**config.mk**
```make
export PLATFORM = sky130hd
export DESIGN_NAME = s3g_link_tester
export DESIGN_NICKNAME = d
export VERILOG_FILES = /design/src/rtl/s3g_link_tester.sv
export SDC_FILE = /design/constraint.sdc
export NUM_CORES = 1
export LEC_CHECK = 0
export CAP_MARGIN = 5
export CORE_ASPECT_RATIO = 1.75
export CORE_MARGIN = 5
export CORE_UTILIZATION = 63
export CTS_CLUSTER_SIZE = 30
export DETAILED_ROUTE_END_ITERATION = 8
export PLACE_DENSITY = 0.82
export SETUP_SLACK_MARGIN = 0.5
export SYNTH_ARGS = -nofsm -noshare
export SYNTH_HDL_FRONTEND = slang
export SYNTH_SLANG_ARGS = --single-unit
```
**constraint.sdc**
```tcl
create_clock -name clk_i -period 4.7 [get_ports clk_i]
set_input_delay 0.47 -clock clk_i [delete_from_list [all_inputs] [get_ports clk_i]]
set_output_delay 0.47 -clock clk_i [all_outputs]
set_load 0.005 [all_outputs]
```
**src/rtl/s3g_link_tester.sv**
```systemverilog
// S3G link exerciser: frames a host-loaded payload, sends it through a UART,
// then checks the reply packet (length, payload, CRC-8/Maxim) within a timeout.
module s3g_link_tester #(
  parameter int MAX_PAYLOAD = 32,
  parameter int TIMEOUT     = 100000,
  parameter int GAP         = 0,
  localparam int AW = (MAX_PAYLOAD > 1) ? $clog2(MAX_PAYLOAD) : 1
) (
  input  logic          clk_i,
  input  logic          rst_i,
  input  logic [7:0]    tx_len_i,
  input  logic          tx_we_i,
  input  logic [AW-1:0] tx_addr_i,
  input  logic [7:0]    tx_wdata_i,
  input  logic [7:0]    exp_len_i,
  input  logic          exp_we_i,
  input  logic [AW-1:0] exp_addr_i,
  input  logic [7:0]    exp_wdata_i,
  input  logic          start_i,
  output logic [7:0]    uart_tx_data_o,
  output logic          uart_tx_wr_o,
  input  logic          uart_tx_done_i,
  input  logic [7:0]    uart_rx_data_i,
  input  logic          uart_rx_done_i,
  output logic          busy_o,
  output logic          done_o,
  output logic          pass_o,
  output logic [2:0]    fail_code_o,
  output logic [7:0]    fail_index_o,
  output logic [15:0]   pkt_count_o,
  output logic [15:0]   err_count_o
);
  localparam int TW = $clog2(TIMEOUT + 1);
  localparam int GW = (GAP > 0) ? $clog2(GAP + 1) : 1;

  localparam logic [3:0] S_IDLE    = 4'd0;
  localparam logic [3:0] S_TX_SOF  = 4'd1;
  localparam logic [3:0] S_TX_LEN  = 4'd2;
  localparam logic [3:0] S_TX_DATA = 4'd3;
  localparam logic [3:0] S_TX_CRC  = 4'd4;
  localparam logic [3:0] S_RX_SOF  = 4'd5;
  localparam logic [3:0] S_RX_LEN  = 4'd6;
  localparam logic [3:0] S_RX_DATA = 4'd7;
  localparam logic [3:0] S_RX_CRC  = 4'd8;
  localparam logic [3:0] S_FINISH  = 4'd9;

  function automatic logic [7:0] crc8_step(input logic [7:0] c, input logic [7:0] d);
    logic [7:0] r;
    r = c ^ d;
    for (int i = 0; i < 8; i++) r = r[0] ? ((r >> 1) ^ 8'h8C) : (r >> 1);
    return r;
  endfunction

  logic [7:0] tx_mem [MAX_PAYLOAD];
  logic [7:0] exp_mem [MAX_PAYLOAD];

  logic [3:0]    state_q, state_d;
  logic [7:0]    tx_len_q, tx_len_d, exp_len_q, exp_len_d;
  logic [7:0]    idx_q, idx_d, crc_q, crc_d;
  logic [TW-1:0] to_q, to_d;
  logic          gap_on_q, gap_on_d;
  logic [GW-1:0] gap_q, gap_d;
  logic [7:0]    tx_data_q, tx_data_d;
  logic          tx_wr_q, tx_wr_d, busy_q, busy_d, done_q, done_d, pass_q, pass_d;
  logic [2:0]    code_q, code_d, fin_code;
  logic [7:0]    fidx_q, fidx_d;
  logic [15:0]   pkt_q, pkt_d, err_q, err_d;
  logic          fin, fire, tx_wait;
  logic [7:0]    tx_rd, exp_rd;

  // RAMs are written regardless of state; no reset on contents
  always_ff @(posedge clk_i) begin
    if (tx_we_i)  tx_mem[tx_addr_i]   <= tx_wdata_i;
    if (exp_we_i) exp_mem[exp_addr_i] <= exp_wdata_i;
  end

  assign tx_rd   = tx_mem[idx_q[AW-1:0]];
  assign exp_rd  = exp_mem[idx_q[AW-1:0]];
  assign tx_wait = (state_q == S_TX_SOF) || (state_q == S_TX_LEN) || (state_q == S_TX_DATA);
  // next byte goes out GAP+1 cycles after the transmitter reports done
  assign fire    = (GAP == 0) ? uart_tx_done_i : (gap_on_q && gap_q == GW'(1));

  always_comb begin
    state_d = state_q;  tx_len_d = tx_len_q;  exp_len_d = exp_len_q;
    idx_d = idx_q;  crc_d = crc_q;  to_d = to_q;
    gap_on_d = gap_on_q;  gap_d = gap_q;
    tx_data_d = tx_data_q;  tx_wr_d = 1'b0;
    busy_d = busy_q;  done_d = 1'b0;  pass_d = pass_q;
    code_d = code_q;  fidx_d = fidx_q;  pkt_d = pkt_q;  err_d = err_q;
    fin = 1'b0;  fin_code = code_q;

    if (gap_on_q) begin
      if (gap_q == GW'(1)) gap_on_d = 1'b0;
      else gap_d = gap_q - GW'(1);
    end
    if (GAP != 0 && tx_wait && uart_tx_done_i) begin
      gap_on_d = 1'b1;
      gap_d    = GW'(GAP);
    end

    case (state_q)
      S_IDLE: if (start_i) begin
        busy_d = 1'b1;  pass_d = 1'b0;  code_d = 3'd0;  crc_d = 8'h00;
        tx_len_d = tx_len_i;  exp_len_d = exp_len_i;
        if (tx_len_i == 8'd0 || int'(tx_len_i) > MAX_PAYLOAD ||
            exp_len_i == 8'd0 || int'(exp_len_i) > MAX_PAYLOAD) begin
          fin = 1'b1;  fin_code = 3'd5;
        end else begin
          tx_wr_d = 1'b1;  tx_data_d = 8'hD5;  state_d = S_TX_SOF;
        end
      end
      S_TX_SOF: if (fire) begin
        tx_wr_d = 1'b1;  tx_data_d = tx_len_q;  idx_d = 8'd0;  state_d = S_TX_LEN;
      end
      S_TX_LEN, S_TX_DATA: if (fire) begin
        tx_wr_d = 1'b1;
        if (state_q == S_TX_DATA && idx_q == tx_len_q) begin
          tx_data_d = crc_q;  state_d = S_TX_CRC;
        end else begin
          tx_data_d = tx_rd;  crc_d = crc8_step(crc_q, tx_rd);
          idx_d = idx_q + 8'd1;  state_d = S_TX_DATA;
        end
      end
      S_TX_CRC: if (uart_tx_done_i) begin
        state_d = S_RX_SOF;  to_d = '0;  crc_d = 8'h00;
      end
      S_RX_SOF, S_RX_LEN, S_RX_DATA, S_RX_CRC: begin
        if (uart_rx_done_i) begin
          to_d = '0;
          if (state_q == S_RX_SOF) begin
            if (uart_rx_data_i == 8'hD5) state_d = S_RX_LEN;
          end else if (state_q == S_RX_LEN) begin
            if (uart_rx_data_i != exp_len_q) begin
              fin = 1'b1;  fin_code = 3'd2;
            end else begin
              idx_d = 8'd0;  crc_d = 8'h00;  state_d = S_RX_DATA;
            end
          end else if (state_q == S_RX_DATA) begin
            crc_d = crc8_step(crc_q, uart_rx_data_i);
            // keep consuming after a mismatch so the CRC byte stays aligned
            if (uart_rx_data_i != exp_rd && code_q == 3'd0) begin
              code_d = 3'd3;  fidx_d = idx_q;
            end
            idx_d = idx_q + 8'd1;
            if (idx_q == exp_len_q - 8'd1) state_d = S_RX_CRC;
          end else begin
            fin = 1'b1;
            fin_code = (code_q == 3'd0 && uart_rx_data_i != crc_q) ? 3'd4 : code_q;
          end
        end else if (to_q == TW'(TIMEOUT - 1)) begin
          fin = 1'b1;  fin_code = 3'd1;
        end else begin
          to_d = to_q + TW'(1);
        end
      end
      S_FINISH: begin
        busy_d = 1'b0;  state_d = S_IDLE;
      end
      default: state_d = S_IDLE;
    endcase

    if (fin) begin
      state_d = S_FINISH;  done_d = 1'b1;  code_d = fin_code;
      pass_d = (fin_code == 3'd0);  pkt_d = pkt_q + 16'd1;
      if (fin_code != 3'd0) err_d = err_q + 16'd1;
    end
  end

  always_ff @(posedge clk_i) begin
    if (rst_i) begin
      state_q <= S_IDLE;  tx_len_q <= '0;  exp_len_q <= '0;
      idx_q <= '0;  crc_q <= '0;  to_q <= '0;  gap_on_q <= 1'b0;  gap_q <= '0;
      tx_data_q <= '0;  tx_wr_q <= 1'b0;  busy_q <= 1'b0;  done_q <= 1'b0;
      pass_q <= 1'b0;  code_q <= '0;  fidx_q <= '0;  pkt_q <= '0;  err_q <= '0;
    end else begin
      state_q <= state_d;  tx_len_q <= tx_len_d;  exp_len_q <= exp_len_d;
      idx_q <= idx_d;  crc_q <= crc_d;  to_q <= to_d;  gap_on_q <= gap_on_d;  gap_q <= gap_d;
      tx_data_q <= tx_data_d;  tx_wr_q <= tx_wr_d;  busy_q <= busy_d;  done_q <= done_d;
      pass_q <= pass_d;  code_q <= code_d;  fidx_q <= fidx_d;  pkt_q <= pkt_d;  err_q <= err_d;
    end
  end

  assign uart_tx_data_o = tx_data_q;
  assign uart_tx_wr_o   = tx_wr_q;
  assign busy_o         = busy_q;
  assign done_o         = done_q;
  assign pass_o         = pass_q;
  assign fail_code_o    = code_q;
  assign fail_index_o   = fidx_q;
  assign pkt_count_o    = pkt_q;
  assign err_count_o    = err_q;
endmodule

```
==> run_summary.xml, run 1 <==
<?xml version="1.0" encoding="UTF-8"?>
<metrics>
  <group name="run_status">
    <metric name="result_of_the_run" unit="">finished, final reports clean</metric>
  </group>
  <group name="synthesis">
    <metric name="synthDominantAreaCellType" unit="">sky130_fd_sc_hd__edfxtp_1</metric>
    <metric name="syn_area_per_cell" unit="µm²">15.9</metric>
    <metric name="synthesis.area" unit="µm²">26000</metric>
    <metric name="synthDominantCellAreaShare" unit="">0.592</metric>
    <metric name="synth.yosys.seq_area_share" unit="">0.679</metric>
    <metric name="postSynthNetCount" unit="">1695</metric>
    <metric name="ys.warnings.count" unit="">0</metric>
    <metric name="synth-async-reset-ratio" unit="">0</metric>
    <metric name="synthMostInstantiatedCell" unit="">sky130_fd_sc_hd__edfxtp_1</metric>
    <metric name="post_synth_most_frequent_cells" unit="">sky130_fd_sc_hd__edfxtp_1 (512), sky130_fd_sc_hd__nor2_1 (186), sky130_fd_sc_hd__mux4_2 (129), sky130_fd_sc_hd__dfxtp_1 (113), sky130_fd_sc_hd__nand2_1 (91)</metric>
    <metric name="postSynth.topFlopCell" unit="">sky130_fd_sc_hd__edfxtp_1</metric>
    <metric name="synth.ff_latch_count" unit="">625</metric>
    <metric name="synth-edff-count" unit="">512</metric>
    <metric name="post_synth_inst_count" unit="">1633</metric>
    <metric name="yosys.cell_types.count" unit="">65</metric>
    <metric name="synth_area_leaders" unit="">sky130_fd_sc_hd__edfxtp_1 (59%), sky130_fd_sc_hd__mux4_2 (11%), sky130_fd_sc_hd__dfxtp_1 (8.7%)</metric>
  </group>
  <group name="sta">
    <metric name="final.hold.worst_slack" unit="ns">0.397</metric>
    <metric name="timing.fmax" unit="GHz">0.251</metric>
    <metric name="post-route-period-util" unit="">0.847</metric>
    <metric name="setup_skew" unit="ns">0.0142</metric>
    <metric name="final.setup.tns" unit="ns">0</metric>
    <metric name="period_minus_slack" unit="ns">3.98</metric>
    <metric name="slew-limit-headroom" unit="">0.136</metric>
    <metric name="rsz0062_at_grt" unit="">no</metric>
    <metric name="setup_viol_count_final" unit="">0</metric>
    <metric name="timing_hold_violations_final" unit="">0</metric>
    <metric name="tightestPinTransition" unit="ns">1.29</metric>
    <metric name="drv_slew" unit="">0</metric>
  </group>
  <group name="die">
    <metric name="num_io_pins" unit="">112</metric>
    <metric name="die_height" unit="µm">279</metric>
    <metric name="die_area" unit="µm²">45500</metric>
    <metric name="initial_cell_density_of_the_core" unit="">0.636</metric>
    <metric name="std_cell_rows" unit="">98</metric>
    <metric name="core-area" unit="µm²">40800</metric>
    <metric name="fp.dieW" unit="µm">163</metric>
  </group>
  <group name="setup_path">
    <metric name="worst_ep_required_time" unit="ns">5.15</metric>
    <metric name="crit_path_capture_type" unit="">flip-flop</metric>
    <metric name="crit_path_max_fanout" unit="">42</metric>
    <metric name="critical_path_arrival" unit="ns">4.43</metric>
    <metric name="critical_path_class" unit="">flip-flop to flip-flop</metric>
    <metric name="start_kind" unit="">flip-flop</metric>
    <metric name="series_of_cell_instances_along_the_critical_path" unit="">buf_4, nor2b_1, buf_4, a22oi_1, nand2_1, o22ai_1, nor2_1, xnor2_1, xnor3_1, xnor2_1, mux2i_1, o21ai_1</metric>
    <metric name="critPathSlowestCell" unit="">sky130_fd_sc_hd__dfxtp_4</metric>
    <metric name="critPathMaxStageDelay" unit="ns">0.77</metric>
  </group>
  <group name="detailed_routing">
    <metric name="via_count" unit="">14937</metric>
    <metric name="initialDrtViolationCount" unit="">1481</metric>
    <metric name="route.antenna.remaining_nets" unit="">0</metric>
    <metric name="wl" unit="µm">61100</metric>
    <metric name="wl_per_cell" unit="µm">26.2</metric>
    <metric name="routed_via_density" unit="">6.41</metric>
    <metric name="post-route-drc-count" unit="">0</metric>
    <metric name="drt-pass1-iter-count" unit="">6</metric>
  </group>
  <group name="clocking">
    <metric name="post_cts_hold_buffers" unit="">0</metric>
    <metric name="clk_root_buffer_cell" unit="">sky130_fd_sc_hd__clkbuf_16</metric>
    <metric name="cts_clk_pin_slew_worst_paths" unit="ns">0.07</metric>
    <metric name="cts_inserted_buffers" unit="">53</metric>
    <metric name="worst_skew_pair.late_latency" unit="ns">0.60</metric>
    <metric name="cts.htree.levels" unit="">2</metric>
    <metric name="cts.sink_count" unit="">625</metric>
    <metric name="clock_path_buffers" unit="">3</metric>
    <metric name="tritoncts" unit="">built</metric>
  </group>
  <group name="grt">
    <metric name="initial_antenna_violation_count" unit="">0</metric>
    <metric name="first_global_vias" unit="">15336</metric>
    <metric name="globalRoute.busiestLayer" unit="">met2</metric>
    <metric name="groute.usage.overall" unit="">0.269</metric>
    <metric name="grt_use_met1" unit="">0.302</metric>
    <metric name="grt_use_met3" unit="">0.0326</metric>
    <metric name="globalRouteMet2Util" unit="">0.494</metric>
    <metric name="grt_pass1_wl" unit="µm">91700</metric>
    <metric name="grt_overflow" unit="">0</metric>
    <metric name="grt_max_degree" unit="">80</metric>
  </group>
  <group name="cells_and_area">
    <metric name="layout.nets" unit="">1800</metric>
    <metric name="area_growth_syn_to_layout" unit="%">12.8</metric>
    <metric name="n_fill_cell" unit="">2501</metric>
    <metric name="antenna-diode-count" unit="">0</metric>
    <metric name="final_layout_size_suffix_gt1_frac" unit="">0.144</metric>
    <metric name="final_core_utilization" unit="">0.717</metric>
  </group>
  <group name="power">
    <metric name="vdd_drop_max" unit="µV">366</metric>
    <metric name="static-leakage-power" unit="nW">9.17</metric>
    <metric name="power_density" unit="nW/µm²">451</metric>
  </group>
  <group name="job">
    <metric name="maxCapViolCount" unit="">0</metric>
  </group>
  <group name="min_path">
    <metric name="timing.hold.worst.class" unit="">input port to flip-flop</metric>
    <metric name="hold_start" unit="">rst_i</metric>
  </group>
  <group name="place">
    <metric name="numPortBuffers" unit="">111</metric>
    <metric name="gp_congestion" unit="">0.955</metric>
    <metric name="hpwl" unit="µm">40500</metric>
  </group>
</metrics>
[flip-flops by register name, summed over array words and instances (netlist names), 4 cells and up, named ones only]
name / flops
crc_q: 8
err_count_o: 16
exp_len_q: 8
exp_mem: 256
fail_index_o: 8
idx_q: 8
pkt_count_o: 16
state_q: 4
to_q: 17
tx_len_q: 8
tx_mem: 256
uart_tx_data_o: 8
[path summary, 6_finish.rpt]
check | cells past startpoint | slack, ns | end
worst max-delay path | 12 | 0.72 | crc_q[7]
worst max register to register | 12 | 0.72 | crc_q[7]
worst min register to register | 2 | 0.49 | pass_o
worst min-delay path | 4 | 0.40 | fail_code_o[0]
[layer usage]
layer | wire, µm | up-vias
met4 | 4110 | 0
met2 | 33300 | 680
met5 | 0 | -
li1 | - | 6499
met1 | 20300 | 7543
met3 | 3330 | 215
[cells in the final DEF (no fill, tap or decap), types with 7 or more instances in the layout]
master	n
sky130_fd_sc_hd__edfxtp_1	512
sky130_fd_sc_hd__nor2_1	186
sky130_fd_sc_hd__mux4_2	129
sky130_fd_sc_hd__clkdlybuf4s50_1	110
sky130_fd_sc_hd__dfxtp_1	109
sky130_fd_sc_hd__nand2_1	91
sky130_fd_sc_hd__mux2i_1	65
sky130_fd_sc_hd__xor2_1	63
sky130_fd_sc_hd__xnor2_1	57
sky130_fd_sc_hd__clkbuf_16	55
sky130_fd_sc_hd__a21oi_1	47
sky130_fd_sc_hd__nand3_1	33
sky130_fd_sc_hd__o21ai_0	23
sky130_fd_sc_hd__a22oi_1	21
sky130_fd_sc_hd__buf_4	19
sky130_fd_sc_hd__and3_1	16
sky130_fd_sc_hd__nand4_1	14
sky130_fd_sc_hd__nor3_1	14
sky130_fd_sc_hd__inv_1	13
sky130_fd_sc_hd__clkinv_1	13
sky130_fd_sc_hd__nand3b_1	12
sky130_fd_sc_hd__nand2b_1	10
sky130_fd_sc_hd__mux2_2	10
sky130_fd_sc_hd__nor4_1	9
sky130_fd_sc_hd__nor2b_1	8
sky130_fd_sc_hd__a211oi_1	8
sky130_fd_sc_hd__clkinv_2	8
sky130_fd_sc_hd__or3_1	7
sky130_fd_sc_hd__clkbuf_1	7
[timing repair]
item,in CTS,in global routing
setup endpoints to repair,0,3
gates resized for setup,0,0
setup buffers,0,1
[power breakdown]
part,switching (W),internal (W)
Combinational,0.00128,0.00108
Clock,0.00196,0.00248
Sequential,0.000254,0.00616
Total,0.00349,0.00973
[cell type report]
class                           count  area, µm²  share of cell area
Clock buffer                       63       1420              0.0483
Clock inverter                     35        333              0.0114
Inverter                           14       52.6             0.00179
Multi-Input combinational cell    911       7850               0.268
Sequential cell                   625      17600               0.602
Tap cell                          550        688              0.0235
Timing Repair Buffer              133       1310              0.0447
[critical path, delay by kind of cell (launching register included)]
family | cells | cell delay, ns
XOR/XNOR | 3 | 0.92
AND/OR/NAND/NOR | 3 | 0.93
flip-flops | 1 | 0.77
AO/OA/AOI/OAI | 3 | 0.34
multiplexers | 1 | 0.27
buffers and inverters | 2 | 0.60
[cell families after synthesis]
group | count (synthesis) | synth area share
compound gates | 149 | 0.0373
xor+xnor | 125 | 0.0446
fa+ha+maj | 5 | 0.00241
buf+inv | 97 | 0.0188
flops | 625 | 0.679
mux | 204 | 0.141
simple gates | 428 | 0.0765
[stage by stage]
| stage | area, µm² | setup WS [ns] | cells | total power (W) |
|---|---|---|---|---|
| 2_1_floorplan | 26000 | 1.54 | 1633 | 0.00814 |
| 3_3_place_gp | 27500 | 0.723 | 2232 | 0.00878 |
| 3_5_place_dp | 27500 | 0.676 | 2232 | 0.00885 |
| 4_1_cts | 29300 | 0.666 | 2330 | 0.0132 |
| 5_1_grt | 29300 | 0.507 | 2331 | 0.0137 |
| 6_report | 29300 | 0.720 | 2331 | 0.0132 |
Note: power is estimated with default switching activity, not from simulation.
==> run 2: changes to the inputs <==
Settings changed: CORE_UTILIZATION 63 to 60, PLACE_DENSITY 0.82 to 0.79.
Clock period 4.7 ns to 3.86 ns, I/O delays scaled along.
==> run 2 against run 1 <==
  * Combinational power up 33%
  * Highest routed layer unchanged
  * Die area up 4.8%
  * Via count down 0.38%
  * First-iteration DRC count down 16%
  * Largest cell class unchanged
  * Critical path type unchanged
==> run_summary.xml, run 2 (synthesized netlist as in run 1, its figures left out) <==
<?xml version="1.0" encoding="UTF-8"?>
<metrics>
  <group name="run_status">
    <metric name="result_of_the_run" unit="">finished, final reports clean</metric>
  </group>
  <group name="setup_path">
    <metric name="critical_path_class" unit="">flip-flop to flip-flop</metric>
    <metric name="start_kind" unit="">flip-flop</metric>
    <metric name="critical_path_arrival" unit="ns">3.76</metric>
    <metric name="crit_path_max_fanout" unit="">15</metric>
    <metric name="worst_ep_required_time" unit="ns">4.33</metric>
    <metric name="crit_path_capture_type" unit="">flip-flop</metric>
  </group>
  <group name="grt">
    <metric name="initial_antenna_violation_count" unit="">0</metric>
    <metric name="grt_overflow" unit="">0</metric>
    <metric name="first_global_vias" unit="">15259</metric>
    <metric name="grt_pass1_wl" unit="µm">90700</metric>
    <metric name="groute.usage.overall" unit="">0.251</metric>
    <metric name="grt_max_degree" unit="">80</metric>
  </group>
  <group name="cells_and_area">
    <metric name="layout_commonest_cell" unit="">sky130_fd_sc_hd__edfxtp_1</metric>
    <metric name="combined_flip_flop_and_latch_cell_area" unit="µm²">17700</metric>
    <metric name="multi_input_comb_area" unit="µm²">7890</metric>
    <metric name="most-common-layout-cells" unit="">sky130_fd_sc_hd__edfxtp_1 (512), sky130_fd_sc_hd__nor2_1 (185), sky130_fd_sc_hd__mux4_2 (129)</metric>
    <metric name="layout.nets" unit="">1858</metric>
    <metric name="final_core_utilization" unit="">0.695</metric>
    <metric name="finish.instance_area" unit="µm²">29900</metric>
    <metric name="n_fill_cell" unit="">2698</metric>
    <metric name="layout_top_registers" unit="">exp_mem x256, tx_mem x256, to_q x17</metric>
    <metric name="finalNonFillerCells" unit="">2403</metric>
    <metric name="area_growth_syn_to_layout" unit="%">15.3</metric>
    <metric name="antenna-diode-count" unit="">0</metric>
    <metric name="final_layout_size_suffix_gt1_frac" unit="">0.178</metric>
  </group>
  <group name="place">
    <metric name="numPortBuffers" unit="">111</metric>
    <metric name="hpwl" unit="µm">40900</metric>
    <metric name="postPlaceCellArea" unit="µm²">27900</metric>
    <metric name="numPlacedInstances" unit="">2294</metric>
    <metric name="gp_congestion" unit="">0.910</metric>
  </group>
  <group name="clocking">
    <metric name="worst_skew_pair.late_latency" unit="ns">0.58</metric>
    <metric name="cts.sink_count" unit="">625</metric>
    <metric name="clock_path_buffers" unit="">3</metric>
    <metric name="cts.htree.levels" unit="">2</metric>
    <metric name="clk_root_buffer_cell" unit="">sky130_fd_sc_hd__clkbuf_16</metric>
    <metric name="tritoncts" unit="">built</metric>
    <metric name="cts_clk_pin_slew_worst_paths" unit="ns">0.07</metric>
    <metric name="cts_inserted_buffers" unit="">52</metric>
    <metric name="post_cts_hold_buffers" unit="">0</metric>
  </group>
  <group name="die">
    <metric name="std_cell_rows" unit="">101</metric>
    <metric name="fp.dieW" unit="µm">167</metric>
    <metric name="initial_cell_density_of_the_core" unit="">0.603</metric>
    <metric name="die_area" unit="µm²">47700</metric>
    <metric name="num_io_pins" unit="">112</metric>
    <metric name="core-area" unit="µm²">43100</metric>
    <metric name="die_height" unit="µm">285</metric>
  </group>
  <group name="sta">
    <metric name="timing_hold_violations_final" unit="">0</metric>
    <metric name="setup_skew" unit="ns">0.0163</metric>
    <metric name="setup_viol_count_final" unit="">0</metric>
    <metric name="tightestPinTransition" unit="ns">1.30</metric>
    <metric name="final.hold.worst_slack" unit="ns">0.377</metric>
    <metric name="rsz0062_at_grt" unit="">yes</metric>
    <metric name="drv_slew" unit="">0</metric>
    <metric name="slew-limit-headroom" unit="">0.131</metric>
    <metric name="final.setup.tns" unit="ns">0</metric>
    <metric name="timing.fmax" unit="GHz">0.303</metric>
    <metric name="period_minus_slack" unit="ns">3.30</metric>
    <metric name="post-route-period-util" unit="">0.855</metric>
  </group>
  <group name="detailed_routing">
    <metric name="highest-signal-layer" unit="">met4</metric>
    <metric name="wl_met2" unit="µm">33400</metric>
    <metric name="met1Wirelength" unit="µm">20000</metric>
    <metric name="drt-pass1-iter-count" unit="">5</metric>
    <metric name="wl_met3" unit="µm">3580</metric>
    <metric name="wl" unit="µm">60200</metric>
    <metric name="routed_via_density" unit="">6.19</metric>
    <metric name="wl_per_cell" unit="µm">25.0</metric>
    <metric name="initialDrtViolationCount" unit="">1251</metric>
    <metric name="post-route-drc-count" unit="">0</metric>
    <metric name="route.antenna.remaining_nets" unit="">0</metric>
    <metric name="via_count" unit="">14880</metric>
  </group>
  <group name="power">
    <metric name="vdd_drop_max" unit="µV">454</metric>
    <metric name="static-leakage-power" unit="nW">9.53</metric>
    <metric name="power_density" unit="nW/µm²">544</metric>
  </group>
  <group name="job">
    <metric name="maxCapViolCount" unit="">0</metric>
  </group>
  <group name="min_path">
    <metric name="timing.hold.worst.class" unit="">input port to flip-flop</metric>
  </group>
</metrics>
[run 2: worst max-delay path: stages, from the launching register on]
cell                      delay (ns)
sky130_fd_sc_hd__dfxtp_4        0.39
sky130_fd_sc_hd__buf_12         0.17
sky130_fd_sc_hd__buf_12         0.19
sky130_fd_sc_hd__mux4_2         0.53
sky130_fd_sc_hd__mux4_2         0.59
sky130_fd_sc_hd__mux2i_2        0.22
sky130_fd_sc_hd__xor2_1         0.17
sky130_fd_sc_hd__nand3_1        0.11
sky130_fd_sc_hd__o311a_4        0.47
sky130_fd_sc_hd__o311a_1        0.31
[run 2: worst paths after layout]
path | from | end | slack (ns) | cells past startpoint
max reg2reg | flip-flop | fail_code_o[1] | 0.56 | 9
min reg2reg | pass_o | pass_o | 0.49 | 2
max | flip-flop | fail_code_o[1] | 0.56 | 9
min | rst_i | fail_code_o[0] | 0.38 | 4
[run 2: per-layer routing]
metal / vias to the layer above / global-route usage
met5: - / 0
met4: 0 / 0.125
met3: 150 / 0.0350
met2: 622 / 0.469
met1: 7481 / 0.278
li1: 6627 / -
[run 2: layout make-up]
cell class / instances / area share
sequential: 625 / 0.590
tap: 566 / 0.0237
multi-input combinational: 911 / 0.264
clock inverter: 38 / 0.0142
clock buffer: 57 / 0.0441
inverter: 14 / 0.00176
timing repair buffer: 192 / 0.0632
[run 2: power breakdown]
part	switching [W]	internal (W)	leakage, nW
sequential	0.000252	0.00750	5.53
combinational	0.00164	0.00151	3.15
clock	0.00237	0.00302	0.845
total	0.00426	0.0120	9.53
[run 2: repair_timing]
action | CTS | global route
setup endpoints to repair | 19 | 21
pin swaps | 1 | 1
setup buffers | 12 | 1
resized for setup | 4 | 14
[run 2: per-stage QoR]
stage	worst slack, ns	power (W)
after floorplan	0.704	0.00991
after global placement	0.302	0.0108
after detailed placement	0.233	0.0109
after CTS	0.524	0.0163
after global routing	0.470	0.0169
final	0.561	0.0163
